<file path="src/rtl/hazard_pkg.sv">
// Shared types for the pipeline hazard controller: FSM states and the
// grouped pipeline-register controls with their canonical settings.
package hazard_pkg;

  typedef enum logic [1:0] {
    BOOT     = 2'd0,
    RUN      = 2'd1,
    MEM_WAIT = 2'd2,
    HALT     = 2'd3
  } hazState_t;

  // Bit order matches the {we x5, flush x4} view used by the top level.
  typedef struct packed {
    logic pcWe;
    logic ifidWe;
    logic idexWe;
    logic exmemWe;
    logic memwbWe;
    logic ifidFlush;
    logic idexFlush;
    logic exmemFlush;
    logic memwbFlush;
  } pipeCtrl_t;

  function automatic pipeCtrl_t mkCtrl(input logic [4:0] we, input logic [3:0] flush);
    return pipeCtrl_t'({we, flush});
  endfunction

  localparam pipeCtrl_t CTRL_BOOT    = pipeCtrl_t'(9'b00000_1111);
  localparam pipeCtrl_t CTRL_FREEZE  = pipeCtrl_t'(9'b00000_0001);
  localparam pipeCtrl_t CTRL_HALT    = pipeCtrl_t'(9'b00000_0000);
  localparam pipeCtrl_t CTRL_BRANCH  = pipeCtrl_t'(9'b11111_1100);
  localparam pipeCtrl_t CTRL_LOADUSE = pipeCtrl_t'(9'b00111_0100);
  localparam pipeCtrl_t CTRL_ADVANCE = pipeCtrl_t'(9'b11111_0000);

endpackage

</file>
<file path="src/rtl/sat_counter.sv">
// Saturating up-counter with synchronous clear taking priority over increment.
module sat_counter #(
  parameter int W = 32
) (
  input  logic         clk,
  input  logic         rst_n,
  input  logic         clr,
  input  logic         inc,
  output logic [W-1:0] cnt
);

  // Count register: clear wins, then increment unless already all-ones.
  always_ff @(posedge clk or negedge rst_n) begin
    if (!rst_n) begin
      cnt <= {W{1'b0}};
    end else if (clr) begin
      cnt <= {W{1'b0}};
    end else if (inc && (cnt != {W{1'b1}})) begin
      cnt <= cnt + {{(W-1){1'b0}}, 1'b1};
    end else begin
      cnt <= cnt;
    end
  end

endmodule

</file>
<file path="src/rtl/hazard_ctrl.sv">
// Pipeline hazard/stall controller for the 5-stage core: boot hold, load-use
// bubbles, branch squashes, memory wait freeze with watchdog, perf counters.
module hazard_ctrl
  import hazard_pkg::*;
#(
  parameter int BOOT_CYCLES = 2,
  parameter int MEM_TIMEOUT = 16,
  parameter int CNT_W       = 32
) (
  input  logic             clk,
  input  logic             rst_n,
  input  logic [4:0]       id_rs1,
  input  logic [4:0]       id_rs2,
  input  logic             id_use_rs1,
  input  logic             id_use_rs2,
  input  logic [4:0]       ex_rd,
  input  logic             ex_RegWEn,
  input  logic             ex_MemRead,
  input  logic             ex_br_taken,
  input  logic             dmem_req,
  input  logic             dmem_ready,
  input  logic             perf_clr,
  output logic             pc_we,
  output logic             ifid_we,
  output logic             idex_we,
  output logic             exmem_we,
  output logic             memwb_we,
  output logic             ifid_flush,
  output logic             idex_flush,
  output logic             exmem_flush,
  output logic             memwb_flush,
  output logic             halted,
  output logic [CNT_W-1:0] stall_cnt,
  output logic [CNT_W-1:0] flush_cnt
);

  localparam int BOOT_W = (BOOT_CYCLES > 1) ? $clog2(BOOT_CYCLES) : 1;
  localparam int WAIT_W = $clog2(MEM_TIMEOUT);

  hazState_t         state, nextState;
  logic [BOOT_W-1:0] bootCnt, bootNext;
  logic [WAIT_W-1:0] waitCnt, waitNext;
  pipeCtrl_t         ctrl, runCtrl;
  logic              memStall, loadUse, branchActed, active;

  assign memStall = dmem_req && !dmem_ready;

  // Non-frozen RUN decision; a taken branch squashes the ID instruction so load-use is moot.
  always_comb begin
    loadUse = ex_MemRead && ex_RegWEn && (ex_rd != 5'd0) &&
              ((id_use_rs1 && (id_rs1 == ex_rd)) || (id_use_rs2 && (id_rs2 == ex_rd)));
    if (ex_br_taken) begin
      runCtrl = CTRL_BRANCH;
    end else if (loadUse) begin
      runCtrl = CTRL_LOADUSE;
    end else begin
      runCtrl = CTRL_ADVANCE;
    end
  end

  // FSM next state, boot/wait counters and pipeline controls.
  always_comb begin
    ctrl        = CTRL_BOOT;
    nextState   = state;
    bootNext    = bootCnt;
    waitNext    = waitCnt;
    branchActed = 1'b0;
    case (state)
      BOOT: begin
        if (bootCnt == BOOT_W'(BOOT_CYCLES - 1)) begin
          nextState = RUN;
          bootNext  = {BOOT_W{1'b0}};
        end else begin
          bootNext  = bootCnt + BOOT_W'(1);
        end
      end
      RUN: begin
        if (memStall) begin
          ctrl      = CTRL_FREEZE;
          nextState = MEM_WAIT;
          waitNext  = WAIT_W'(1);
        end else begin
          ctrl        = runCtrl;
          branchActed = ex_br_taken;
        end
      end
      MEM_WAIT: begin
        // A ready arriving on the timeout cycle still releases the freeze.
        if (dmem_ready) begin
          ctrl        = runCtrl;
          branchActed = ex_br_taken;
          nextState   = RUN;
          waitNext    = {WAIT_W{1'b0}};
        end else begin
          ctrl = CTRL_FREEZE;
          if (waitCnt == WAIT_W'(MEM_TIMEOUT - 1)) begin
            nextState = HALT;
          end else begin
            waitNext  = waitCnt + WAIT_W'(1);
          end
        end
      end
      HALT: begin
        ctrl = CTRL_HALT;
      end
      default: begin
        ctrl      = CTRL_BOOT;
        nextState = BOOT;
      end
    endcase
  end

  // State and sequencing counters.
  always_ff @(posedge clk or negedge rst_n) begin
    if (!rst_n) begin
      state   <= BOOT;
      bootCnt <= {BOOT_W{1'b0}};
      waitCnt <= {WAIT_W{1'b0}};
    end else begin
      state   <= nextState;
      bootCnt <= bootNext;
      waitCnt <= waitNext;
    end
  end

  // Sticky error flag, trailing the HALT state by one edge.
  always_ff @(posedge clk or negedge rst_n) begin
    if (!rst_n) begin
      halted <= 1'b0;
    end else begin
      halted <= (state == HALT);
    end
  end

  assign active = (state == RUN) || (state == MEM_WAIT);

  sat_counter #(.W(CNT_W)) u_stallCnt (
    .clk  (clk),
    .rst_n(rst_n),
    .clr  (perf_clr),
    .inc  (active && !ctrl.pcWe),
    .cnt  (stall_cnt)
  );

  sat_counter #(.W(CNT_W)) u_flushCnt (
    .clk  (clk),
    .rst_n(rst_n),
    .clr  (perf_clr),
    .inc  (active && branchActed),
    .cnt  (flush_cnt)
  );

  assign pc_we       = ctrl.pcWe;
  assign ifid_we     = ctrl.ifidWe;
  assign idex_we     = ctrl.idexWe;
  assign exmem_we    = ctrl.exmemWe;
  assign memwb_we    = ctrl.memwbWe;
  assign ifid_flush  = ctrl.ifidFlush;
  assign idex_flush  = ctrl.idexFlush;
  assign exmem_flush = ctrl.exmemFlush;
  assign memwb_flush = ctrl.memwbFlush;

endmodule

</file>
<file path="config.mk">
export PLATFORM = sky130hd
export DESIGN_NAME = hazard_ctrl
export DESIGN_NICKNAME = d
export VERILOG_FILES = /design/src/rtl/hazard_pkg.sv /design/src/rtl/sat_counter.sv /design/src/rtl/hazard_ctrl.sv
export SDC_FILE = /design/constraint.sdc
export NUM_CORES = 1
export LEC_CHECK = 0
export ABC_AREA = 1
export CORE_MARGIN = 1
export CORE_UTILIZATION = 45
export CTS_CLUSTER_SIZE = 28
export DETAILED_ROUTE_END_ITERATION = 6
export GPL_ROUTABILITY_DRIVEN = 1
export PLACE_DENSITY = 0.76
export SYNTH_ARGS = -nofsm -noshare
export SYNTH_HDL_FRONTEND = slang
export SYNTH_HIERARCHICAL = 1
export SYNTH_SLANG_ARGS = --single-unit
</file>
<file path="constraint.sdc">
create_clock -name clk -period 3.17 [get_ports clk]
set_clock_uncertainty 0.1 [all_clocks]
set_input_delay 0.634 -clock clk [delete_from_list [all_inputs] [get_ports clk]]
set_output_delay 0.634 -clock clk [all_outputs]
set_load 0.02 [all_outputs]
</file>
Word-level counts from Yosys, hierarchy flattened
Cells that the tools add are included.
{"block": "word_totals", "regBits": 72, "in_bits": 25, "out_inout_bits": 74, "wordCells": 66}
{"block": "classes", "n_addsub": 4, "eq_ne": 12, "mux": 22, "reduce_logical": 22}
{"op": "$mux 32", "count": 4}
{"op": "$add 32x1->32 const B", "count": 2}
{"op": "$ne 32x32->1 const B", "count": 2}
{"op": "$mux 9", "count": 4}
{"op": "$pmux 9 s3", "count": 1}
{"op": "$mux 4", "count": 3}
{"op": "$eq 5x5->1", "count": 2}
{"op": "$logic_and 1x1->1", "count": 10}
{"op": "$mux 2", "count": 4}
{"op": "$pmux 4 s2", "count": 1}
{"op": "$ne 3x3->1 const B", "count": 2}
{"op": "$pmux 2 s3", "count": 1}
{"op": "$reduce_bool 2->1", "count": 3}
{"op": "$reduce_bool 5->1", "count": 1}
{"op": "$add 4x1->4 const B", "count": 1}
{"op": "$eq 2x2->1 const B", "count": 2}
{"op": "$eq 4x4->1 const B", "count": 1}
{"op": "$ne 2x2->1 const B", "count": 2}
{"op": "$reduce_and 4->1", "count": 1}
{"op": "$mux 1", "count": 3}
{"op": "$reduce_and 3->1", "count": 1}
{"op": "$reduce_bool 3->1", "count": 1}
{"op": "$eq 2x1->1 const B", "count": 1}
{"op": "$logic_not 1->1", "count": 2}
{"op": "other kinds (4)", "count": 5}

Logic depth before layout (Yosys ltp)
Gate-level depths: netlist of the first run.
{"block": "depth", "word_depth": 13, "ltp_mapped": 14, "mapped_depth_nobuf": 13}

Hierarchy
The synthesis of the first run kept the hierarchy.
{"mod": "sat_counter", "n_inst": 2, "cells_per_inst": 345, "area_per_inst_um2": 2243.4, "seq_area_each_um2": 800.8}
{"mod": "hazard_ctrl", "n_inst": 1, "cells_per_inst": 133, "area_per_inst_um2": 840.8, "seq_area_each_um2": 200.2}

Worst setup path after synthesis of the first run
OpenSTA, ideal clock, no wires.
{"block": "synth_path", "kind": "reg-to-output", "from": "reg state[0]", "to": "out pc_we", "arrival_ns": 1.687, "required_time_ns": 2.436, "path_slack_ns": 0.749, "stages_incl_launch_ff": 10, "n_path_buf": 1, "path_cell_list": "dfrtp_1 > inv_1 > ha_1 > inv_2 > o21ai_2 > inv_1 > nor2_2 > nand2_1 > inv_1 > buf_4"}
{"block": "synth_between", "elab_chain_len": 2, "word_cells_on_any_way": 4, "classes_between": "eq/ne: 3; mux: 1"}
{"element": "start: declaration", "line_no": "hazard_ctrl.sv:40", "text": "hazState_t state, nextState;"}
{"element": "start signal: assignment", "line_no": "hazard_ctrl.sv:120", "text": "state <= nextState;"}
{"element": "$eq 2x2->1 / $eq 2x1->1 (equally long branches)", "line_no": "hazard_ctrl.sv:68", "text": "case (state)"}
{"element": "$pmux 9 s3 *", "line_no": "hazard_ctrl.sv:68"}
{"element": "end: declaration", "line_no": "hazard_ctrl.sv:23", "text": "output logic pc_we,"}
Every way passes the cells marked *; elsewhere a longest branch is shown, timed or not.

Final worst setup path of the first run
{"block": "layout_path", "from": "in dmem_ready", "to": "out ifid_flush"}
{"block": "layout_between", "elab_chain_len": 4, "word_cells_on_any_way": 5, "classes_between": "mux: 3; reduce/logical: 2"}
{"element": "start: declaration", "line_no": "hazard_ctrl.sv:21", "text": "input logic dmem_ready,"}
{"element": "$logic_not 1->1", "line_no": "hazard_ctrl.sv:46", "text": "assign memStall = dmem_req && !dmem_ready;"}
{"element": "$logic_and 1x1->1", "line_no": "hazard_ctrl.sv:46"}
{"element": "$mux 9", "line_no": "hazard_ctrl.sv:78", "text": "if (memStall) begin"}
{"element": "$pmux 9 s3 *", "line_no": "hazard_ctrl.sv:68"}
{"element": "end: declaration", "line_no": "hazard_ctrl.sv:28", "text": "output logic ifid_flush,"}
Marks and branches as above.

==> impl_results.md, run 1 <==
* Clock share of power at 0.310
* Final min period at 3.04 ns
* Setup crit start: dmem_ready
* Buf/Inv on CP at 3
* Switching Power at 1.11 mW
* Synth cell types at 30
* Power consumption at 2.98 mW
* Yosys warns at 6
* Layout cells sized above 1 at 0.0724
* Largest net degree at the start of global routing at 73
* Slowest stage cell, crit path: clkdlybuf4s50_1
* CTS Buf Count at 9
* First-pass GRT wire length at 22900 µm
* Launch point of the worst reg-to-reg path: state[0]
* Initial DRC Count at 287
* Class of the worst hold path: in -> async
* Diode count at 0
* Core area at 11500 µm²
* Syn Nets at 858
* RSZ-0062 raised after global routing: false
* Final ANT Viol Nets at 0
* Main flop type after synthesis: dfrtp_1
* Top cell type's share of synthesized area at 0.338
* Post-synth EDFFs at 0
* Critical path depth at 8
* Register area at 1800 µm²
* Hold Vio Cnt, Final at 0
* Synthesized area per cell at 6.47 µm²
* Cell area power density at 447 nW/µm²
* Most instantiated cells after synthesis: nand2_1 (308), nor2_1 (117), inv_1 (84), nand3_1 (79), dfrtp_1 (72)
* Post-synthesis cell count at 823
* CP endpoint kind: output pin
* Hold-fix buffer count after cts at 0
* # clock sinks at 72
* Reg power frac at 0.343
* Via density at 4.99
* I/O pin cnt at 99
* DRC Markers at 0
* Worst skew pair latency at 0.34 ns
* End of the critical path: ifid_flush
* R2r setup slk at 0.71 ns
* Die ar. at 12300 µm²
* Slew of the pin with the lowest slew margin at 0.917 ns
* Rows at 39
* Max IR drop VDD at 0.426 mV
* CP required at 2.44 ns
* Most used cell, CP: nand2_1
* Routed WL per cell at 12.5 µm
* Crit path max-delay family: buffers and inverters
* Max Root-Sink Buffers at 2
* Global route overflow at 0
* Die H at 111 µm
* Leak at 3.12 nW
* WP data arrival at 2.30 ns
* Slew margin rel. at 0.389
* Setup Crit Path Kind: in -> out
* Vias at 5333
* Fill cells at 1081
* H-tree level count at 3
* Initial Util at 0.465
* Post-cts sizing count at 4
* Hold WS at 0.325 ns
* Worst r2r path cells at 11
* Vias in the first global route at 4851
* Detailed-placement wirelength estimate at 9740 µm
* Final setup vio count at 0
* Die W at 111 µm
* Power share of the combinational group at 0.347
* Setup_tns at 0 ns
* Fin. max-slew vios at 0
* FMAX at 329 MHz
* Post-synth top area cell: dfrtp_1
* Fin crit share at 0.957
* IO buf count at 98
* Ranking of synthesized cells by area: dfrtp_1 (34%), nand2_1 (22%), nor2_1 (8.2%), nand3_1 (7.4%), inv_1 (5.9%)
* Global-route total usage across every layer at 0.227
* Initial antenna violation count at 0
* Setup crit start kind: primary input
* Root Buffer: clkbuf_16
* Largest stage delay on the critical path at 0.61 ns
* Final nets at 956
* Sw frac at 0.372
* Post-CTS setup buffer count at 0
* Reg-to-reg endpoint: u_flushCnt/cnt[25]
* Global placer's final weighted congestion at 0.865
* Post-Syn Area at 5330 µm²
* Area Growth Syn to Fin at 25.1%
* Clock Pin Slew Worst Setup and Hold Paths at 0.05 ns
* Max-cap violations at 0
* Worst path cell trace: clkdlybuf4s50_1 -> inv_2 -> nand2_1 -> nand2_2 -> o21ai_2 -> nand2_1 -> nand2_1 -> clkdlybuf4s50_1
* Most frequent cell after synthesis: nand2_1
* Seq cells post-synth at 72
* Router iterations before antenna repair at 5
* Seq/Total Area, Yosys at 0.338
* Routed WL at 13400 µm
* Area taken by multi-input logic gates at 3040 µm²
* Ys async rst share at 1.00
* Status: finished clean
* TritonCTS clock tree: yes
* Internal at 1.87 mW
* Max FO, Critical Path at 3
worst register-to-register path: stages (launching register included):
cell,delay (ns)
dfrtp_1,0.44
inv_1,0.14
ha_1,0.25
inv_2,0.08
o21ai_2,0.15
nand2_1,0.10
nor2_1,0.34
nand2_8,0.12
nand2_4,0.21
inv_2,0.23
nand2_1,0.11
nand2_1,0.06
power groups by stage:
| stage | clock network, mW | registers, mW | logic [mW] |
|---|---|---|---|
| floorplan | 0 | 1.05 | 0.722 |
| global placement | 0 | 1.04 | 1.04 |
| CTS | 0.951 | 1.02 | 1.04 |
| detailed placement | 0 | 1.04 | 1.06 |
| finish | 0.924 | 1.02 | 1.03 |
| global route | 0.983 | 1.03 | 1.13 |
area by class of cell:
type,count,area share
Sequential cell,72,0.270
Clock buffer,12,0.0370
Timing Repair Buffer,106,0.156
Tap cell,143,0.0268
Multi-Input combinational cell,641,0.456
Clock inverter,3,0.00282
Inverter,91,0.0512
routing by layer:
layer	up-vias	share of wire	global-route usage
li1	2778	-	-
met1	2407	0.47	0.307
met2	137	0.47	0.368
met3	11	0.047	0.0503
met4	0	0.0094	0.0596
met5	-	0	0
state kept, by name, summed over array words and instances (netlist names):
| signal | count |
|---|---|
| u_flushCnt/cnt | 32 |
| bootCnt | 1 |
| u_stallCnt/cnt | 32 |
| state | 2 |
| halted | 1 |
| waitCnt | 4 |
worst min path at each step:
stage / start / to / slack, ns
6_report: rst_n / waitCnt[2] / 0.32
5_1_grt: bootCnt / bootCnt / 0.41
4_1_cts: rst_n / u_flushCnt/cnt[20] / 0.38
3_5_place_dp: bootCnt / bootCnt / 0.37
3_3_place_gp: bootCnt / bootCnt / 0.35
2_1_floorplan: rst_n / bootCnt / 0.24
cell families after synthesis:
group | Yosys count | share of synthesized area
buffers and inverters | 110 | 0.0914
and+or+nand+nor | 561 | 0.465
AOI/OAI and AO/OA | 51 | 0.0503
adders and majority gates | 10 | 0.0235
xor gates and xnor gates | 19 | 0.0312
DFF | 72 | 0.338
cells in the final DEF (no fill, tap or decap), drive strengths merged:
cell type / n
nor3: 2
dlymetal6s2s: 2
a22oi: 2
xnor2: 8
clkdlybuf4s50: 91
o21ai: 37
xor2: 11
buf: 9
dfrtp: 72
nand3: 80
nand2: 323
nand4: 17
dlygate4sd2: 4
clkinv: 3
or2: 2
inv: 91
clkbuf: 12
nor2: 135
a21oi: 12
nand3b: 2
ha: 10
metrics by stage:
stage	utilization	cell area, µm²	cells	setup WS (ns)
2_1_floorplan	-	5330	823	0.749
3_3_place_gp	0.558	6400	1053	-0.0441
3_5_place_dp	0.558	6400	1053	-0.0664
4_1_cts	0.581	6660	1068	0.0279
5_1_grt	0.581	6670	1068	0.0482
6_report	0.581	6670	1068	0.135
Power figures use the tool's default switching activity.
==> inputs of run 2 (changes only) <==
- CORE_ASPECT_RATIO: default -> 0.5
- CORE_UTILIZATION: 45 -> 54
- PLACE_DENSITY: 0.76 -> 0.88
==> run 2 against run 1 <==
Fmax about the same. Setup slack lost 0.0025 ns. Worst hold slack improved by 0.0029 ns. Cell count fell by 0.47%. Global-route usage is 6.0 points higher. Sequential share of layout area fell by 0.28 points. Highest routed layer unchanged.
==> impl_results.md, run 2 (same netlist as run 1, synthesis figures left out) <==
* Power share of the combinational group at 0.335 (-0.012)
* Initial DRC Count at 553 (+93%)
* Finished Core Util at 0.708 (+0.127)
* Via density at 5.22 (+4.5%)
* IO buf count at 98 (unchanged)
* H-tree level count at 3 (unchanged)
* Rows at 25 (-36%)
* Max IR drop VDD at 0.304 mV (-29%)
* Status: finished clean
* I/O pin cnt at 99 (unchanged)
* Vias at 5549 (+4.1%)
* FMAX at 329 MHz (about the same)
* Clock Pin Slew Worst Setup and Hold Paths at 0.06 ns (about the same)
* RSZ-0062 raised after global routing: false
* Final ANT Viol Nets at 0 (unchanged)
* Routed WL per cell at 12.9 µm (+3.4%)
* Reg power frac at 0.322 (-0.021)
* Final setup vio count at 0 (unchanged)
* Post-CTS setup buffer count at 0 (unchanged)
* Leak at 3.16 nW (+1.2%)
* Fin crit share at 0.958 (about the same)
* Post-cts sizing count at 0 (-4)
* Commonest non-fill, non-tap cell in the layout: nand2_1
* Root Buffer: clkbuf_16
* Class of the worst hold path: in -> async
* Die ar. at 10300 µm² (-16%)
* Largest net degree at the start of global routing at 73 (unchanged)
* R2r setup slk at 0.70 ns (about the same)
* Fin. max-slew vios at 0 (unchanged)
* Hold-fix buffer count after cts at 0 (unchanged)
* Setup_tns at 0 ns (unchanged)
* Hold Vio Cnt, Final at 0 (unchanged)
* Area Growth Syn to Fin at 26.4%
* Post-Place Worst Slack at 0.0425 ns (+0.109 ns)
* Global placer's final weighted congestion at 0.958 (+11%)
* Cell area power density at 472 nW/µm² (+5.4%)
* Die H at 72.2 µm (-35%)
* TritonCTS clock tree: yes
* # clock sinks at 72 (unchanged)
* CP endpoint kind: output pin
* Layout cells sized above 1 at 0.0776 (+0.00515)
* Worst skew pair latency at 0.33 ns (about the same)
* Largest regs: u_flushCnt/cnt x32, u_stallCnt/cnt x32, waitCnt x4
* First-pass GRT wire length at 23400 µm (+1.9%)
* Inst Count DP at 1047 (-0.57%)
* Detailed-placement wirelength estimate at 9890 µm (+1.6%)
* DRC Markers at 0 (unchanged)
* Slew margin rel. at 0.397 (+0.00878)
* Sw frac at 0.350 (-0.0217)
* Final min period at 3.04 ns (+0.00252 ns)
* Global route overflow at 0 (unchanged)
* Max FO, Critical Path at 5 (+2)
* CP required at 2.44 ns (about the same)
* Setup crit start kind: primary input
* CTS Buf Count at 9 (unchanged)
* Final nets at 958 (+0.21%)
* Internal at 2.06 mW (+10%)
* Switching Power at 1.11 mW (+0.31%)
* Max Root-Sink Buffers at 2 (unchanged)
* Slew of the pin with the lowest slew margin at 0.904 ns (-0.0132 ns)
* Die W at 142 µm (+29%)
* Global-route total usage across every layer at 0.287 (+0.0601)
* WP data arrival at 2.30 ns (about the same)
* Core area at 9510 µm² (-17%)
* Router iterations before antenna repair at 5 (unchanged)
* Setup Crit Path Kind: in -> out
* Routed WL at 13800 µm (+2.9%)
* Initial antenna violation count at 0 (unchanged)
* Commonest cells after routing, fill and taps aside: nand2_1 (308), nor2_1 (117), clkdlybuf4s50_1 (94), inv_1 (84), nand3_1 (79)
* Initial Util at 0.560 (+0.0957)
* Max-cap violations at 0 (unchanged)
* Layout Cells excl Fill at 1063 (-0.47%)
* Vias in the first global route at 5152 (+6.2%)
* Final worst slack at 0.132 ns (-0.00252 ns)
* Clock share of power at 0.343 (+0.033)
* Diode count at 0 (unchanged)
* Power consumption at 3.18 mW (+6.5%)
run 2: changes by cell type in the layout (fill, tap and decap cells not counted), sizes merged:
cell | before | now
clkbuf | 12 | 10
clkinvlp | 0 | 1
dlygate4sd2 | 4 | 0
buf | 9 | 11
dlymetal6s2s | 2 | 3
clkdlybuf4s50 | 91 | 94
bufinv | 0 | 2
run 2: path summary, 6_finish.rpt:
| check | from | endpoint | depth (start not counted) |
|---|---|---|---|
| max | dmem_ready | memwb_we | 8 |
| min | rst_n | u_stallCnt/cnt[23] | 1 |
| max reg2reg | state[0] | u_flushCnt/cnt[5] | 12 |
| min reg2reg | bootCnt | bootCnt | 1 |
| min in group clk | bootCnt | bootCnt | 1 |
| max in group asynchronous | rst_n | u_flushCnt/cnt[25] | 1 |
run 2: worst max-delay path, cell delays in order:
cell and delay, ns:
clkdlybuf4s50_1 0.51, inv_2 0.06, nand2_1 0.07, nand2_2 0.07, o21ai_2 0.09, inv_1 0.07
nor2_2 0.16, clkdlybuf4s50_1 0.64
run 2: power groups by stage:
stage	Clock [mW]	Combinational [mW]	Sequential (mW)
global route	1.14	1.16	1.03
floorplan	0	0.722	1.05
CTS	1.11	1.06	1.02
detailed placement	0	1.06	1.04
global placement	0	1.04	1.04
finish	1.09	1.06	1.02
run 2: final cells by class:
class                           instances  area [µm²]
Multi-Input combinational cell        641        3040
Fill cell                             775        2780
Sequential cell                        72        1800
Timing Repair Buffer                  108        1060
Inverter                               91         342
Clock buffer                           10         239
Tap cell                              135         169
Clock inverter                          6        82.6
run 2: metrics by stage:
step	hold WS [ns]	area [µm²]
2_1_floorplan	0.238	5330
3_3_place_gp	0.356	6400
3_5_place_dp	0.359	6400
4_1_cts	0.371	6730
5_1_grt	0.401	6730
6_report	0.328	6730
run 2: metal layers:
layer  vias up  global-route usage  wire [µm]
met5         -                   0          0
met4         0              0.0872        185
met3        20              0.0462        932
met2       209               0.493       6520
met1      2549               0.377       6120
li1       2771                   -          -
